$ cat config.mk
export PLATFORM = sky130hd
export DESIGN_NAME = multicycle_ctrl
export DESIGN_NICKNAME = d
export VERILOG_FILES = /design/src/rtl/ctrl_pkg.sv /design/src/rtl/ctrl_decode.sv /design/src/rtl/multicycle_ctrl.sv
export SDC_FILE = /design/constraint.sdc
export NUM_CORES = 1
export LEC_CHECK = 0
export BUFFER_PORTS_ARGS = -buffer_cell sky130_fd_sc_hd__buf_2
export CAP_MARGIN = 0
export CORE_UTILIZATION = 30
export DETAILED_ROUTE_END_ITERATION = 12
export HOLD_SLACK_MARGIN = 0.12
export SLEW_MARGIN = 20
export SYNTH_ARGS = -nofsm -noshare
export SYNTH_HDL_FRONTEND = slang
export SYNTH_SLANG_ARGS = --single-unit
$ cat constraint.sdc
create_clock -name clk -period 3.21 [get_ports clk]
set_clock_uncertainty 0.2 [all_clocks]
set_input_delay 0.321 -clock clk [delete_from_list [all_inputs] [get_ports clk]]
set_output_delay 0.321 -clock clk [all_outputs]
set_load 0.02 [all_outputs]
$ cat src/rtl/ctrl_pkg.sv
// Shared definitions for the multi-cycle instruction controller.
//   - state_t     : controller FSM states
//   - op_class_t  : execution path an opcode takes through the FSM
//   - OP_*        : 4-bit opcode values
//   - ALU_*       : ALU operation encodings driven on alu_op
//   - FLG_*       : bit positions inside dec_flags
package ctrl_pkg;

   typedef enum logic [2:0] {
      ST_IDLE,
      ST_DECODE,
      ST_EXEC,
      ST_ALU_WAIT,
      ST_MEM,
      ST_WB
   } state_t;

   typedef enum logic [2:0] {
      CLS_SKIP,    // DECODE straight to WB
      CLS_SINGLE,  // EXEC then WB
      CLS_ALU,     // EXEC, multi-cycle ALU wait, WB
      CLS_LOAD,    // EXEC, memory read, WB
      CLS_STORE    // EXEC, memory write, WB
   } op_class_t;

   localparam logic [3:0] OP_NOP  = 4'h0;
   localparam logic [3:0] OP_ADD  = 4'h1;
   localparam logic [3:0] OP_ADDI = 4'h2;
   localparam logic [3:0] OP_MUL  = 4'h3;
   localparam logic [3:0] OP_AND  = 4'h4;
   localparam logic [3:0] OP_OR   = 4'h5;
   localparam logic [3:0] OP_DIV  = 4'h6;
   localparam logic [3:0] OP_JAL  = 4'h7;
   localparam logic [3:0] OP_CMP  = 4'h8;
   localparam logic [3:0] OP_MOV  = 4'h9;
   localparam logic [3:0] OP_JMP  = 4'hA;
   localparam logic [3:0] OP_LI   = 4'hB;
   localparam logic [3:0] OP_LW   = 4'hC;
   localparam logic [3:0] OP_SW   = 4'hD;
   localparam logic [3:0] OP_SLT  = 4'hE;
   localparam logic [3:0] OP_SGT  = 4'hF;

   localparam int ALU_CODE_W = 3;
   localparam logic [ALU_CODE_W-1:0] ALU_ADD  = 3'b000;
   localparam logic [ALU_CODE_W-1:0] ALU_MUL  = 3'b001;
   localparam logic [ALU_CODE_W-1:0] ALU_AND  = 3'b010;
   localparam logic [ALU_CODE_W-1:0] ALU_OR   = 3'b011;
   localparam logic [ALU_CODE_W-1:0] ALU_DIV  = 3'b100;
   localparam logic [ALU_CODE_W-1:0] ALU_PASS = 3'b111;

   localparam int FLAG_W         = 7;
   localparam int FLG_REG_DST    = 6;
   localparam int FLG_ALU_SRC    = 5;
   localparam int FLG_JUMP       = 4;
   localparam int FLG_JAL        = 3;
   localparam int FLG_CMP        = 2;
   localparam int FLG_MOV        = 1;
   localparam int FLG_MEM_TO_REG = 0;

endpackage

$ cat src/rtl/ctrl_decode.sv
// Combinational opcode decoder.
// Ports:
//   opcode    in   OPCODE_W  raw opcode
//   alu_op    out  3         ALU operation code
//   dec_flags out  7         {reg_dst, alu_src, jump, jal, cmp, mov, mem_to_reg}
//   legal     out  1         no opcode bit above bit 3 is set
//   op_class  out  class     execution path through the controller FSM
//   wb_en     out  1         instruction writes the register file in WB
// Illegal opcodes decode to all-zero controls so nothing leaks onto the bus.
module ctrl_decode
   import ctrl_pkg::*;
#(
   parameter int OPCODE_W = 4
) (
   input  logic [OPCODE_W-1:0]   opcode,
   output logic [ALU_CODE_W-1:0] alu_op,
   output logic [FLAG_W-1:0]     dec_flags,
   output logic                  legal,
   output op_class_t             op_class,
   output logic                  wb_en
);

   always_comb begin
      alu_op    = ALU_ADD;
      dec_flags = '0;
      op_class  = CLS_SINGLE;
      wb_en     = 1'b0;
      legal     = ((opcode >> 4) == '0);

      case (opcode[3:0])
         OP_NOP: begin
            op_class = CLS_SKIP;
         end
         OP_ADD: begin
            dec_flags[FLG_REG_DST] = 1'b1;
            wb_en                  = 1'b1;
         end
         OP_ADDI: begin
            dec_flags[FLG_ALU_SRC] = 1'b1;
            wb_en                  = 1'b1;
         end
         OP_MUL: begin
            alu_op                 = ALU_MUL;
            dec_flags[FLG_REG_DST] = 1'b1;
            op_class               = CLS_ALU;
            wb_en                  = 1'b1;
         end
         OP_AND: begin
            alu_op                 = ALU_AND;
            dec_flags[FLG_REG_DST] = 1'b1;
            wb_en                  = 1'b1;
         end
         OP_OR: begin
            alu_op                 = ALU_OR;
            dec_flags[FLG_REG_DST] = 1'b1;
            wb_en                  = 1'b1;
         end
         OP_DIV: begin
            alu_op                 = ALU_DIV;
            dec_flags[FLG_REG_DST] = 1'b1;
            op_class               = CLS_ALU;
            wb_en                  = 1'b1;
         end
         OP_JAL: begin
            alu_op              = ALU_PASS;
            dec_flags[FLG_JUMP] = 1'b1;
            dec_flags[FLG_JAL]  = 1'b1;
            wb_en               = 1'b1;
         end
         OP_CMP: begin
            dec_flags[FLG_REG_DST] = 1'b1;
            dec_flags[FLG_CMP]     = 1'b1;
            wb_en                  = 1'b1;
         end
         OP_MOV: begin
            alu_op                 = ALU_PASS;
            dec_flags[FLG_REG_DST] = 1'b1;
            dec_flags[FLG_MOV]     = 1'b1;
            wb_en                  = 1'b1;
         end
         OP_JMP: begin
            alu_op              = ALU_PASS;
            dec_flags[FLG_JUMP] = 1'b1;
            op_class            = CLS_SKIP;
         end
         OP_LI: begin
            alu_op                 = ALU_PASS;
            dec_flags[FLG_ALU_SRC] = 1'b1;
            wb_en                  = 1'b1;
         end
         OP_LW: begin
            dec_flags[FLG_ALU_SRC]    = 1'b1;
            dec_flags[FLG_MEM_TO_REG] = 1'b1;
            op_class                  = CLS_LOAD;
            wb_en                     = 1'b1;
         end
         OP_SW: begin
            dec_flags[FLG_ALU_SRC] = 1'b1;
            op_class               = CLS_STORE;
         end
         OP_SLT, OP_SGT: begin
            dec_flags[FLG_REG_DST] = 1'b1;
            dec_flags[FLG_CMP]     = 1'b1;
            wb_en                  = 1'b1;
         end
      endcase

      if (!legal) begin
         alu_op    = '0;
         dec_flags = '0;
         op_class  = CLS_SKIP;
         wb_en     = 1'b0;
      end
   end

endmodule

$ cat src/rtl/multicycle_ctrl.sv
// Multi-cycle instruction sequencing controller.
// Ports:
//   clk, rst                  clock, asynchronous active-high reset
//   instr_valid/opcode        instruction offer; instr_ready accepts it
//   alu_op, dec_flags         decoded controls, held for the instruction
//   alu_start / alu_done      multi-cycle ALU handshake
//   mem_rd, mem_wr / mem_ack  memory request and completion
//   reg_wr, pc_wr             one-cycle write-back strobes
//   illegal, bus_err          one-cycle error pulses
//   busy                      controller is not idle
//
// state     | meaning
// ----------+------------------------------------------------------------
// IDLE      | instr_ready high, waiting for instr_valid
// DECODE    | decoded controls visible; illegal opcodes abort from here
// EXEC      | execute; alu_start pulses for MUL/DIV
// ALU_WAIT  | wait for alu_done, bounded by MAX_WAIT cycles
// MEM       | hold mem_rd/mem_wr until mem_ack, bounded by MAX_WAIT cycles
// WB        | one cycle: pc_wr, plus reg_wr for writing opcodes
//
// Every output is a register loaded from the state being entered, so each
// strobe lines up exactly with the state it belongs to.
module multicycle_ctrl
   import ctrl_pkg::*;
#(
   parameter int OPCODE_W = 4,
   parameter int ALU_OP_W = 3,
   parameter int MAX_WAIT = 15
) (
   input  logic                clk,
   input  logic                rst,
   input  logic                instr_valid,
   input  logic [OPCODE_W-1:0] opcode,
   output logic                instr_ready,
   output logic [ALU_OP_W-1:0] alu_op,
   output logic [FLAG_W-1:0]   dec_flags,
   output logic                alu_start,
   input  logic                alu_done,
   output logic                mem_rd,
   output logic                mem_wr,
   input  logic                mem_ack,
   output logic                reg_wr,
   output logic                pc_wr,
   output logic                illegal,
   output logic                bus_err,
   output logic                busy
);

   localparam int CNT_W = $clog2(MAX_WAIT + 1);
   // Count value seen during the last permitted wait cycle.
   localparam logic [CNT_W-1:0] CNT_TC = CNT_W'(MAX_WAIT - 1);

   state_t                  state_q, state_d;
   logic [CNT_W-1:0]        wait_cnt_q, wait_cnt_d;
   op_class_t               cls_q;
   logic                    wb_en_q;
   logic                    legal_q;

   logic [ALU_CODE_W-1:0]   dec_alu;
   logic [FLAG_W-1:0]       dec_flg;
   logic                    dec_legal;
   op_class_t               dec_cls;
   logic                    dec_wb;

   logic                    hs;
   logic                    timeout;
   logic                    ready_d, start_d, rd_d, wr_d, reg_wr_d, pc_wr_d, illegal_d;

   ctrl_decode #(
      .OPCODE_W (OPCODE_W)
   ) u_decode (
      .opcode    (opcode),
      .alu_op    (dec_alu),
      .dec_flags (dec_flg),
      .legal     (dec_legal),
      .op_class  (dec_cls),
      .wb_en     (dec_wb)
   );

   assign hs = (state_q == ST_IDLE) && instr_valid && instr_ready;

   always_comb begin
      state_d    = state_q;
      wait_cnt_d = '0;
      timeout    = 1'b0;

      case (state_q)
         ST_IDLE: begin
            if (hs) state_d = ST_DECODE;
         end
         ST_DECODE: begin
            if (!legal_q)                state_d = ST_IDLE;
            else if (cls_q == CLS_SKIP)  state_d = ST_WB;
            else                         state_d = ST_EXEC;
         end
         ST_EXEC: begin
            case (cls_q)
               CLS_ALU:             state_d = ST_ALU_WAIT;
               CLS_LOAD, CLS_STORE: state_d = ST_MEM;
               default:             state_d = ST_WB;
            endcase
         end
         // Completion is tested before the terminal count so a done/ack in
         // the last permitted cycle still completes the instruction.
         ST_ALU_WAIT: begin
            if (alu_done) begin
               state_d = ST_WB;
            end else if (wait_cnt_q == CNT_TC) begin
               state_d = ST_IDLE;
               timeout = 1'b1;
            end else begin
               wait_cnt_d = wait_cnt_q + CNT_W'(1);
            end
         end
         ST_MEM: begin
            if (mem_ack) begin
               state_d = ST_WB;
            end else if (wait_cnt_q == CNT_TC) begin
               state_d = ST_IDLE;
               timeout = 1'b1;
            end else begin
               wait_cnt_d = wait_cnt_q + CNT_W'(1);
            end
         end
         ST_WB: begin
            state_d = ST_IDLE;
         end
         default: begin
            state_d = ST_IDLE;
         end
      endcase

      ready_d   = (state_d == ST_IDLE);
      start_d   = (state_d == ST_EXEC) && (cls_q == CLS_ALU);
      rd_d      = (state_d == ST_MEM)  && (cls_q == CLS_LOAD);
      wr_d      = (state_d == ST_MEM)  && (cls_q == CLS_STORE);
      pc_wr_d   = (state_d == ST_WB);
      reg_wr_d  = (state_d == ST_WB)   && wb_en_q;
      illegal_d = hs && !dec_legal;
   end

   always_ff @(posedge clk or posedge rst) begin
      if (rst) begin
         state_q     <= ST_IDLE;
         wait_cnt_q  <= '0;
         cls_q       <= CLS_SKIP;
         wb_en_q     <= 1'b0;
         legal_q     <= 1'b0;
         instr_ready <= 1'b0;
         busy        <= 1'b0;
         alu_op      <= '0;
         dec_flags   <= '0;
         alu_start   <= 1'b0;
         mem_rd      <= 1'b0;
         mem_wr      <= 1'b0;
         reg_wr      <= 1'b0;
         pc_wr       <= 1'b0;
         illegal     <= 1'b0;
         bus_err     <= 1'b0;
      end else begin
         state_q     <= state_d;
         wait_cnt_q  <= wait_cnt_d;
         instr_ready <= ready_d;
         busy        <= !ready_d;
         alu_start   <= start_d;
         mem_rd      <= rd_d;
         mem_wr      <= wr_d;
         reg_wr      <= reg_wr_d;
         pc_wr       <= pc_wr_d;
         illegal     <= illegal_d;
         bus_err     <= timeout;
         if (hs) begin
            // Only the accepted opcode matters; later changes are ignored.
            cls_q     <= dec_cls;
            wb_en_q   <= dec_wb;
            legal_q   <= dec_legal;
            alu_op    <= ALU_OP_W'(dec_alu);
            dec_flags <= dec_flg;
         end else if (state_d == ST_IDLE) begin
            alu_op    <= '0;
            dec_flags <= '0;
         end
      end
   end

endmodule
* After elaboration in Yosys (flattened, before gate mapping)
Cells that the tools add are included.
Operators by class: $add $sub $neg 1, equality and inequality tests 26, multiplexer cells 30, reduce and logical (&&, ||, !) cells 21
Operators with widths (number):
- $eq A4 B4 Y1 const B | 9
- $pmux W3 S5 | 2
- $mux W3 | 8
- $eq A4 B3 Y1 const B | 4
- $eq A3 B2 Y1 const B | 5
- $mux W7 | 2
- $reduce_or A13 Y1 | 1
- $eq A3 B3 Y1 const B | 4
- $mux W4 | 3
- $pmux W3 S4 | 1
- $mux W1 | 11
- $logic_not A3 Y1 | 3
- $reduce_or A9 Y1 | 1
- $eq A4 B2 Y1 const B | 2
- $pmux W4 S2 | 1
- $reduce_or A2 Y1 | 4
- $reduce_or A4 Y1 | 2
- $logic_and A1 B1 Y1 | 6
- $pmux W3 S2 | 1
- $add A4 B1 Y4 const B | 1
- $eq A4 B1 Y1 const B | 1
- $logic_not A4 Y1 | 1
- $eq A3 B1 Y1 const B | 1
- $reduce_or A3 Y1 | 1
- 3 further kinds | 3
Word-level totals: register bits 30, input bits 9, output and inout bits 19, word-level logic and storage cells 93

* Longest topological paths before layout
Gate-level depths: netlist (run 1).
depth after elaboration 8, mapped depth 8, depth with buffers taken out 7

* Modules after synthesis
From an unflattened synthesis (run 1), not the netlist that was laid out.
Unflattened totals: cells, all modules 174, area total of the unflattened synthesis 1770.4 µm²
By module, submodules not included:
- multicycle_ctrl | times used 1, cells each 132, area an instance 1492.7 µm², seq. area each 775.7 µm²
- ctrl_decode | times used 1, cells each 42, area an instance 277.8 µm², seq. area each 0.0 µm²

* Worst setup path before layout (run 1)
OpenSTA, ideal clock, no wires.
path type register -> register, from register cls_q[0], to register dec_flags[1], library setup time 0.142 ns, data arrival time 1.966 ns, data required time 2.868 ns, slack 0.903 ns, cell stages (with the launch flop) 7, buffers on the path 1, clock period less this slack 2.307 ns, path through dfrtp_1 -> or3b_1 -> and3_1 -> or4b_1 -> buf_2 -> nor3_4 -> o32ai_1
Between the ends: word-level cells in the longest chain between the ends 6, elaborated cells between the ends (all ways) 11, classes of those cells eq/ne (3); mux (4); reduce/logical (4)
Ends and longest elaborated chain:
- start: declaration | RTL line multicycle_ctrl.sv:55 | op_class_t cls_q;
- start signal: assignment | RTL line multicycle_ctrl.sv:174 | cls_q <= dec_cls;
- $eq A3 B2 Y1, or another cell as far along | RTL line multicycle_ctrl.sv:97 | case (cls_q)
- $reduce_or A2 Y1 or $mux W3 (tied branches) | RTL line multicycle_ctrl.sv:97, multicycle_ctrl.sv:93
- $pmux W3 S2 or $mux W3 (tied branches) | RTL line multicycle_ctrl.sv:97, multicycle_ctrl.sv:92
- $pmux W3 S5 * | RTL line multicycle_ctrl.sv:87 | case (state_q)
- net state_d[0] | RTL line multicycle_ctrl.sv:53 | state_t state_q, state_d;
- $logic_not A3 Y1 *
- net ready_d | RTL line multicycle_ctrl.sv:67 | logic ready_d, start_d, rd_d, wr_d, reg_wr_d, pc_wr_d, illegal_d;
- $reduce_bool A2 Y1 (no source line) *
- end signal: assignment | RTL line multicycle_ctrl.sv:178 | dec_flags <= dec_flg;
- end: declaration | RTL line multicycle_ctrl.sv:36 | output logic [FLAG_W-1:0] dec_flags,
Mark *: on every way through the listed nets, which the timed path passes. The rest lies on a longest branch. A chain may end at the register's enable or synchronous reset.

* Worst setup path after layout (run 1)
from register cls_q[0], to register dec_flags[5]
Between the ends: word-level cells in the longest chain between the ends 6, elaborated cells between the ends (all ways) 11, classes of those cells eq/ne (3); mux (4); reduce/logical (4)
Ends and longest elaborated chain (RTL line):
- $eq A3 B2 Y1, or another cell as far along | multicycle_ctrl.sv:97
- $reduce_or A2 Y1 or $mux W3 (tied branches) | multicycle_ctrl.sv:97, multicycle_ctrl.sv:93
- $pmux W3 S2 or $mux W3 (tied branches) | multicycle_ctrl.sv:97, multicycle_ctrl.sv:92
- $pmux W3 S5 * | multicycle_ctrl.sv:87
- $logic_not A3 Y1 *
- net ready_d | multicycle_ctrl.sv:67
- $reduce_bool A2 Y1 (no source line) *
Marks and branches as above.

==> key figures, run 1 <==
Pwr
  – Net Sw Frac: 40.08%
  – Clock Power Share: 21.4%
  – Seq pwr share: 39.2%
  – Leakage: 0.8377 nW
  – VDD IR max: 0.2429 mV
  – Total power draw: between 0.001 and 0.0015 W
  – Internal Pwr Total: 0.0008624 W
  – Logic pwr share: 39.4%
  – Pwr per Cell Area: between 800 and 900 nW/um^2
  – Sw power: 0.0005768 W

Timing
  – Fin. Hold Viols: 0
  – Final setup fails: 0
  – Slew HR: 37.63%
  – Fmax: 392.5 MHz
  – Final Cycle Share: 79.37%
  – Fin. max-slew vios: 0
  – Worst-Margin Slew: around 900 ps
  – Final period demand of the worst path: 2548 ps
  – Setup_tns: 0 ps
  – RSZ-0062 raised after global routing: no

Drt
  – Top Metal Used: met4
  – DRT Pass-1 Iters: 4
  – Post-DRT Antenna Nets: 0
  – Via/cell ratio: 4.811
  – M1 WL: 1484 um
  – Met2 Routed Length: between 1000 and 1500 um
  – Iter 0 DRT Violations: 42
  – Drt wl/cell: about 12 um
  – DR DRC count: 0
  – Vias: 1198
  – Routed WL: 3061 um
  – Metal3 WL: 132 um

Hold path
  – Hold Path Depth: 3
  – Hold wc startpoint: alu_done
  – Min-Delay Endpoint: alu_start
  – HP Class: input port to flip-flop

Critical path
  – R2R depth: 5
  – Bufs and invs on worst path: 0
  – R2r setup slk: ~660 ps
  – Worst r2r src: cls_q[0]
  – Crit-path cells: or3b_1 > and3_1 > or4b_1 > nor3_4 > o22ai_1
  – CP Data Arrival Time: 2470 ps
  – Crit path largest cell delay: 640 ps
  – Critical path type: flip-flop to flip-flop
  – CP startpoint kind: flip-flop
  – Crit path max fanout: 9
  – Crit path max-delay family: simple AND/OR/NAND/NOR gates
  – CP required: 3130 ps
  – Worst setup EP type: flip-flop
  – Critical-path top delay cell: or4b_1
  – R2r endpoint: dec_flags[5]

Die
  – Rows: 25
  – Die area: 5240 sq um
  – Starting Density: 31.26%
  – Die Width: 72.39 um
  – Core Area: between 4000 and 5000 sq um
  – DIE HEIGHT: 72.39 um
  – Num ports: 28

GRT
  – Vias in the first global route: 1128
  – Grt total ovfl: 0
  – Initial antenna violation count: 0
  – Largest net degree at the start of global routing: 31
  – GR Util All Layers: 13.04%
  – First-pass GRT wire length: just over 5000 um

Logic synthesis
  – Syn avg cell area: between 9 and 10 sq um
  – Post-synthesis sequential area ratio: 50.51%
  – Net Count, Synth: 167
  – Synthesized area: between 1000 and 1500 sq um
  – YS warnings: 0
  – Synth Register Bits: 30
  – Post-Synthesis Cells: 156
  – Distinct cells, synth: 45

Layout
  – Final Util: 37.16%
  – Most frequent cells in the layout: dfrtp_1 (30), buf_2 (26), nand2_1 (17)
  – # diodes: 0
  – Nets: 192
  – Layout cells sized above 1: slightly above 20%
  – Layout area overhead: 18.85%
  – Final Instance Count excl. Fillers: ~250
  – Most common cell after layout, fill and taps aside: dfrtp_1
  – Fill cells: between 500 and 600

Placed design
  – Port-buffer cells: 26
  – Placed cell count: 240
  – GPL Wtd Cong: 0.8276
  – Hpwl dp: 2153 um

Clocking
  – Clock Sinks: 30
  – # Post-CTS Setup Buffers: 0
  – CTS tree: yes
  – CTS H-tree lvls: 2
  – Maximum buffer depth of the clock tree: 2
  – Post-cts resize count: 0
  – Clock root buffer: clkbuf_8
  – Clock insertion delay at the later pin of the skew report: approximately 280 ps
  – CTS clk-pin slew, worst paths: 60 ps
  – Num CTS Buffers: 5

Job
  – Max Cap Viol: 0

Run status
  – Status: complete, no violations
## logic make-up after synthesis
logic type,synth area share [%]
AO/OA/AOI/OAI,16.16
XOR/XNOR,2.946
adder cells (fa/ha/maj),1.683
buffers and inverters,4.882
flip-flops,50.51
other,0.2523
AND/OR/NAND/NOR,23.57
## power by group through the flow
stage / Combinational (W) / Sequential [W] / Clock [W]
6_report: 0.000567 / 0.000565 / 0.000308
5_1_grt: 0.000633 / 0.000583 / 0.000340
4_1_cts: 0.000576 / 0.000565 / 0.000321
3_5_place_dp: 0.000573 / 0.000570 / 0
3_3_place_gp: 0.000574 / 0.000571 / 0
2_1_floorplan: 0.000389 / 0.000609 / 0
## final cells by class
class,count,area [sq um],share of cell area [%]
sequential,30,750.7,42.49
multi-input combinational,108,663.1,37.54
timing repair buffer,28,147.6,8.357
clock buffer,7,86.33,4.887
tap,67,83.83,4.745
inverter,8,30.03,1.700
clock inverter,1,5.005,0.2833
## per-stage QoR
step / instance area [sq um] / hold WS [ps] / setup slack, ps
3_3_place_gp: 1665 / 218.0 / 689.8
3_5_place_dp: 1665 / 224.4 / 661.3
5_1_grt: 1767 / 182.6 / 474.5
6_report: 1767 / 195.5 / 662.2
4_1_cts: 1767 / 181.1 / 650.5
2_1_floorplan: 1486 / 211.8 / 902.6
## routing by layer
layer	GRT usage (%)	vias up
met5	0	-
met2	20.77	21
met4	3.922	0
met3	4.722	6
met1	16.58	569
li1	-	602
## state kept, by name, summed over array words and instances (netlist names), 3 cells and up
register and flops:
cls_q 3, state_q 3, alu_op 3, wait_cnt_q 4, dec_flags 7
## tightest hold or removal path, delay by kind of cell
| family | cells | cell delay, ps |
|---|---|---|
| AOI/OAI and AO/OA | 1 | 150 |
| buffers and inverters | 1 | 90 |
| and+or+nand+nor | 1 | 60 |
## synthesized netlist by cell type (all sizes together)
master,instances,area (sq um)
and3,3,18.77
o32a,1,10.01
nand2b,3,18.77
nand4,1,6.260
a21bo,1,10.01
buf,2,12.51
o21ai,9,45.04
a31o,1,8.760
a311oi,1,8.760
or4b,1,10.01
o22ai,5,31.28
xnor2,4,35.03
or3b,1,8.760
nand3b,2,15.01
a21o,1,7.510
dfrtp,30,750.7
xor2,1,8.760
o32ai,2,17.52
a31oi,2,12.51
a32o,1,10.01
inv,8,30.03
a2bb2oi,1,8.760
and2,1,6.260
or3,1,6.260
a211o,1,8.760
nor4bb,1,10.01
conb,1,3.750
nor4b,2,17.52
nand3,5,25.02
nor3b,1,7.510
nor2b,2,12.51
o31ai,3,22.52
nor2,15,56.30
a21oi,3,15.01
and3b,1,8.760
a21boi,1,7.510
o221ai,1,8.760
a22oi,1,7.510
ha,2,25.02
nand4b,2,17.52
nand2,17,63.81
clkbuf,8,30.03
nor3,6,41.29
## worst max path at each step
| stage | start | end | slack [ps] | cells past startpoint |
|---|---|---|---|---|
| after global routing | wait_cnt_q[0] | dec_flags[2] | 470 | 7 |
| final | cls_q[0] | dec_flags[5] | 660 | 5 |
| after CTS | cls_q[0] | dec_flags[5] | 650 | 5 |
| after detailed placement | cls_q[0] | dec_flags[5] | 660 | 5 |
| after floorplan | cls_q[0] | dec_flags[1] | 900 | 6 |
| after global placement | cls_q[0] | dec_flags[5] | 690 | 5 |
## repair_timing
action | in CTS | in global routing
hold endpoints to repair | 30 | 0
setup endpoints to repair | 0 | 0
hold buffers | 1 | 0
Note: power is estimated with default switching activity, not from simulation.
==> inputs of run 2 (changes only) <==
- clock period: 3.21 -> 2.6 ns (I/O delays scaled with it)
==> run 2 against run 1 <==
  * Cell count up 1.2%
  * Fmax increased by 5.9%
  * Routed wire length decreased by 0.23%
  * Count of clock-buffer cells in the layout unchanged
  * Clock power rose by 21%
  * Die area is the same
  * Register-to-register slack got worse by 470 ps
  * Via count rose by 0.25%
  * Non-clock buffer count grew 3
  * Utilization is 0.47 points higher
  * Global-route usage hardly changed
  * Critical endpoint is now dec_flags[1]
==> key figures, run 2 (synthesized netlist as in run 1, its figures left out) <==
GRT
  – Vias in the first global route: 1163 (+3.1%)
  – GR Util All Layers: 13.06% (about the same)
  – First-pass GRT wire length: 5223 um (+0.67%)
  – Largest net degree at the start of global routing: 31 (unchanged)
  – Grt total ovfl: 0 (unchanged)
  – Initial antenna violation count: 0 (unchanged)

Clocking
  – Clock root buffer: clkbuf_8
  – Clock Sinks: 30 (unchanged)
  – # Post-CTS Setup Buffers: 0 (unchanged)
  – Maximum buffer depth of the clock tree: 2 (unchanged)
  – CTS clk-pin slew, worst paths: 60 ps (about the same)
  – Clock insertion delay at the later pin of the skew report: 270 ps (about the same)
  – Post-cts resize count: 0 (unchanged)
  – CTS tree: yes
  – CTS H-tree lvls: 2 (unchanged)
  – Num CTS Buffers: 5 (unchanged)

Placed design
  – Port-buffer cells: 26 (unchanged)
  – GPL Wtd Cong: 0.7895 (-4.6%)
  – Hpwl dp: 2248 um (+4.4%)

Drt
  – Drt wl/cell: 12.12 um (-1.4%)
  – Metal3 WL: 123 um (-6.8%)
  – Vias: 1201 (+0.25%)
  – DRT Pass-1 Iters: 4 (unchanged)
  – Via/cell ratio: 4.766 (-0.94%)
  – Met2 Routed Length: 1430 um (+1.6%)
  – Post-DRT Antenna Nets: 0 (unchanged)
  – DR DRC count: 0 (unchanged)
  – Iter 0 DRT Violations: 24 (-43%)
  – Routed WL: 3054 um (-0.23%)
  – Top Metal Used: met4
  – M1 WL: 1445 um (-2.6%)

Timing
  – Setup_tns: 0 ps (unchanged)
  – Fmax: 415.8 MHz (+5.9%)
  – Final period demand of the worst path: 2405 ps (-142.8 ps)
  – Worst-Margin Slew: 537.2 ps (-390.5 ps)
  – Final Cycle Share: 92.50% (+13 points)
  – Final setup fails: 0 (unchanged)
  – Slew HR: 64.19% (+27 points)
  – RSZ-0062 raised after global routing: no
  – Worst hold margin: 143.9 ps (-51.51 ps)
  – Fin. max-slew vios: 0 (unchanged)
  – Fin. Hold Viols: 0 (unchanged)

Die
  – Starting Density: 31.26% (unchanged)
  – DIE HEIGHT: 72.39 um (unchanged)
  – Die Width: 72.39 um (unchanged)
  – Num ports: 28 (unchanged)
  – Die area: 5240 sq um (unchanged)
  – Core Area: 4755 sq um (unchanged)
  – Rows: 25 (unchanged)

Pwr
  – VDD IR max: 0.4567 mV (+88%)
  – Pwr per Cell Area: 1011 nW/um^2 (+24%)
  – Leakage: 0.8524 nW (+1.8%)

Layout
  – Most frequent cells in the layout: dfrtp_1 (30), buf_2 (26), nand2_1 (17)
  – Nets: 195 (+1.6%)
  – # diodes: 0 (unchanged)
  – Fill cells: 521 (+2.0%)
  – Final Util: 37.63% (+0.47 points)
  – Most common cell after layout, fill and taps aside: dfrtp_1
  – Largest register FFs: 7 (unchanged)
  – Layout cells sized above 1: 21.62% (+1.3 points)
  – Layout area overhead: 20.37%
  – Multi-input combinational cell area: 663.1 sq um (unchanged)
  – Top flop regs: dec_flags x7, wait_cnt_q x4
  – Largest register by flop count: dec_flags
  – Reg area: 750.7 sq um (unchanged)

Critical path
  – Critical path type: flip-flop to flip-flop
  – Bufs and invs on worst path: 1 (+1)
  – Crit path largest cell delay: 530 ps (-110 ps)
  – CP Data Arrival Time: 2340 ps (-130 ps)
  – Critical-path top delay cell: or4b_1
  – CP startpoint kind: flip-flop
  – Crit path max fanout: 9 (unchanged)
  – CP required: 2530 ps (-600 ps)
  – Crit-path cells: inv_1 > ha_1 > nand3_1 > o21ai_0 > or4b_1 > nor3_4 > o32ai_1
  – Crit path max-delay family: simple AND/OR/NAND/NOR gates
  – Worst setup EP type: flip-flop

Hold path
  – HP Class: input port to flip-flop

Job
  – Max Cap Viol: 0 (unchanged)

Run status
  – Status: complete, no violations
==> run 2: final timing paths <==
path / start / endpoint / slack, ps / cells past startpoint
max in group asynchronous: rst / dec_flags[6] / 1530 / 4
worst min-delay path: alu_done / alu_start / 140 / 3
worst max register to register: wait_cnt_q[0] / dec_flags[1] / 200 / 7
worst max-delay path: wait_cnt_q[0] / dec_flags[1] / 200 / 7
min in group asynchronous: rst / wait_cnt_q[0] / 390 / 4
worst min register to register: legal_q / legal_q / 290 / 1
==> run 2: what timing repair did <==
item | CTS | global route
hold endpoints to repair | 30 | 0
setup endpoints to repair | 0 | 2
hold buffers | 1 | 0
==> run 2: layout make-up <==
cell class	count	share of cell area (%)
Sequential cell	30	41.96
Clock inverter	1	0.2797
Inverter	8	1.678
Tap cell	67	4.685
Timing Repair Buffer	31	9.510
Multi-Input combinational cell	108	37.06
Clock buffer	7	4.825
==> run 2: report_power, final <==
part	total, W	switching [W]	leakage [nW]	internal [W]
clock network	0.000373	0.000161	0.0482	0.000213
logic	0.000735	0.000448	0.406	0.000288
registers	0.000700	0.000105	0.398	0.000595
total	0.00181	0.000713	0.852	0.00110
==> run 2: stage by stage <==
| step | std cells | power (W) | instance area [sq um] | worst slack, ps |
|---|---|---|---|---|
| floorplan | 156 | 0.001233 | 1486 | 292.6 |
| global placement | 243 | 0.001450 | 1688 | 197.4 |
| detailed placement | 243 | 0.001455 | 1688 | 169.9 |
| CTS | 252 | 0.001838 | 1789 | 159.2 |
| global route | 252 | 0.001946 | 1789 | 12.85 |
| finish | 252 | 0.001809 | 1789 | 195.0 |
==> run 2: worst reg2reg max path, delay by kind of cell (launching register included) <==
kind,cells,cell delay [ps]
flops,1,420
buf+inv,1,70
fa+ha+maj,1,200
simple gates,3,1030
compound gates,2,340
==> run 2: metal layers <==
metal,vias to the layer above,global-route usage (%)
met5,-,0
met4,0,5.882
met3,7,3.889
met2,21,20.56
met1,563,16.53
li1,610,-
==> inputs of run 3 (changes only) <==
- BUFFER_PORTS_ARGS: -buffer_cell sky130_fd_sc_hd__buf_2 -> default
- DONT_BUFFER_PORTS: default -> 1
==> run 3 against run 2 <==
  * Design area down 4.2%
  * Die area unchanged
  * Setup slack got worse by 35 ps
  * Hold slack got worse by 5.9 ps
  * Clock power decreased by 9.7%
  * Fmax fell by 1.4%
  * Non-clock buffer count fell by 19
  * Total power fell by 4.8%
  * Flip-flop and latch count unchanged
  * Count of clock-buffer cells in the layout is the same
==> key figures, run 3 (synthesized netlist as in run 1, its figures left out) <==
Run status
  – Status: complete, no violations

Layout
  – Layout area overhead: 15.32%
  – Largest register by flop count: dec_flags
  – Largest register FFs: 7 (unchanged)
  – Most common cell after layout, fill and taps aside: dfrtp_1
  – Nets: 176 (-9.7%)
  – Multi-input combinational cell area: 663.1 sq um (unchanged)
  – Top flop regs: dec_flags x7, wait_cnt_q x4
  – Layout cells sized above 1: 7.273% (-14 points)
  – # diodes: 0 (unchanged)
  – Reg area: 750.7 sq um (unchanged)
  – Most frequent cells in the layout: dfrtp_1 (30), nand2_1 (17), nor2_1 (15)
  – Final instance area: 1714 sq um (-4.2%)
  – Fill cells: 507 (-2.7%)

Clocking
  – Clock Sinks: 30 (unchanged)
  – Maximum buffer depth of the clock tree: 2 (unchanged)
  – CTS tree: yes
  – CTS H-tree lvls: 2 (unchanged)
  – Clock root buffer: clkbuf_8
  – CTS clk-pin slew, worst paths: 60 ps (about the same)
  – Clock insertion delay at the later pin of the skew report: 270 ps (about the same)
  – Num CTS Buffers: 5 (unchanged)
  – Post-cts resize count: 0 (unchanged)

Die
  – Die area: 5240 sq um (unchanged)
  – Starting Density: 31.26% (unchanged)
  – Die Width: 72.39 um (unchanged)
  – Core Area: 4755 sq um (unchanged)
  – Num ports: 28 (unchanged)
  – DIE HEIGHT: 72.39 um (unchanged)
  – Rows: 25 (unchanged)

Critical path
  – Crit path max fanout: 9 (unchanged)
  – CP Data Arrival Time: 2370 ps (+30 ps)
  – CP required: 2530 ps (about the same)
  – Critical path type: flip-flop to flip-flop
  – Worst setup EP type: flip-flop
  – CP startpoint kind: flip-flop

Timing
  – Final period demand of the worst path: 2440 ps (+34.56 ps)
  – Worst-Margin Slew: 695.0 ps (+157.8 ps)
  – Final setup fails: 0 (unchanged)
  – RSZ-0062 raised after global routing: no
  – Fin. Hold Viols: 0 (unchanged)
  – Setup_tns: 0 ps (unchanged)
  – Final Cycle Share: 93.83% (+1.3 points)
  – Fin. max-slew vios: 0 (unchanged)
  – Slew HR: 53.62% (-11 points)
  – Fmax: 409.9 MHz (-1.4%)

GRT
  – Largest net degree at the start of global routing: 19 (-39%)
  – GR Util All Layers: 13.66% (+0.60 points)
  – Vias in the first global route: 1095 (-5.8%)
  – First-pass GRT wire length: 5437 um (+4.1%)
  – Grt total ovfl: 0 (unchanged)
  – Initial antenna violation count: 0 (unchanged)

Pwr
  – Pwr per Cell Area: 1004 nW/um^2 (-0.64%)
  – VDD IR max: 0.3926 mV (-14%)
  – Clock Power Share: 19.6% (-1.0 points)
  – Sw power: 0.0006956 W (-2.5%)
  – Logic pwr share: 34.0% (-6.7 points)
  – Internal Pwr Total: 0.001026 W (-6.3%)
  – Net Sw Frac: 40.40% (+0.95 points)
  – Total power draw: 0.001722 W (-4.8%)
  – Seq pwr share: 46.4% (+7.7 points)
  – Leakage: 0.7435 nW (-13%)

Placed design
  – Placed Area: 1558 sq um (-7.7%)
  – Hpwl dp: 2218 um (-1.3%)
  – Port-buffer cells: 0 (-100%)
  – GPL Wtd Cong: 0.8108 (+2.7%)

Drt
  – Vias: 1158 (-3.6%)
  – Via/cell ratio: 4.991 (+4.7%)
  – Drt wl/cell: 13.82 um (+14%)
  – Routed WL: 3207 um (+5.0%)
  – DRT Pass-1 Iters: 4 (unchanged)
  – Post-DRT Antenna Nets: 0 (unchanged)
  – Iter 0 DRT Violations: 67 (+180%)
  – DR DRC count: 0 (unchanged)

Job
  – Max Cap Viol: 0 (unchanged)

Hold path
  – HP Class: input port to flip-flop
[run 3: final cells by class]
class                           instances  share of cell area, %
Tap cell                               67                  4.891
Timing Repair Buffer                   12                  6.423
Inverter                                8                  1.752
Multi-Input combinational cell        108                  38.69
Clock buffer                            7                  4.453
Sequential cell                        30                  43.80
[run 3: layer usage]
metal | wire length [um] | up-vias | part of all wire [%] | track usage [%]
met4 | 17 | 0 | 0.53 | 5.229
li1 | - | 568 | - | -
met5 | 0 | - | 0 | 0
met2 | 1504 | 33 | 47 | 20.25
met1 | 1508 | 555 | 47 | 18.41
met3 | 177 | 2 | 5.5 | 4.583
[run 3: worst max-delay path, stage by stage, from the launching register on]
cell,delay (ps)
dfrtp_1,420
or3b_1,410
and3_1,160
or4b_1,570
nor3_4,400
o32ai_1,150
[run 3: final timing paths]
path,slack [ps],end,cells past startpoint,from
worst max-delay path,160,dec_flags[1],5,cls_q[0]
worst min-delay path,140,dec_flags[5],3,opcode[3]
worst min register to register,280,wb_en_q,1,wb_en_q
min in group asynchronous,340,wait_cnt_q[1],2,rst
max in group asynchronous,1220,dec_flags[6],3,rst
worst max register to register,160,dec_flags[1],5,cls_q[0]
[run 3: per-stage QoR]
step	setup WS, ps	instances	hold slack, ps	utilization, %
floorplan	292.6	156	150.8	-
global placement	157.9	217	93.72	32.76
detailed placement	155.8	217	106.3	32.76
CTS	136.3	232	132.7	36.05
global route	51.94	232	148.5	36.05
finish	160.5	232	138.0	36.05
[run 3: power groups by stage]
stage	clock network, W	registers [W]	logic (W)
after global placement	0	0.000809	0.000576
after detailed placement	0	0.000810	0.000572
after floorplan	0	0.000752	0.000480
final	0.000337	0.000799	0.000586
after CTS	0.000353	0.000801	0.000594
after global routing	0.000376	0.000819	0.000652
[run 3: what timing repair did]
action | 4_1_cts | 5_1_grt
endpoints found under the setup margin | 0 | 0
hold buffers | 8 | 0
setup buffers | 0 | 0
hold endpoints to repair | 34 | 0
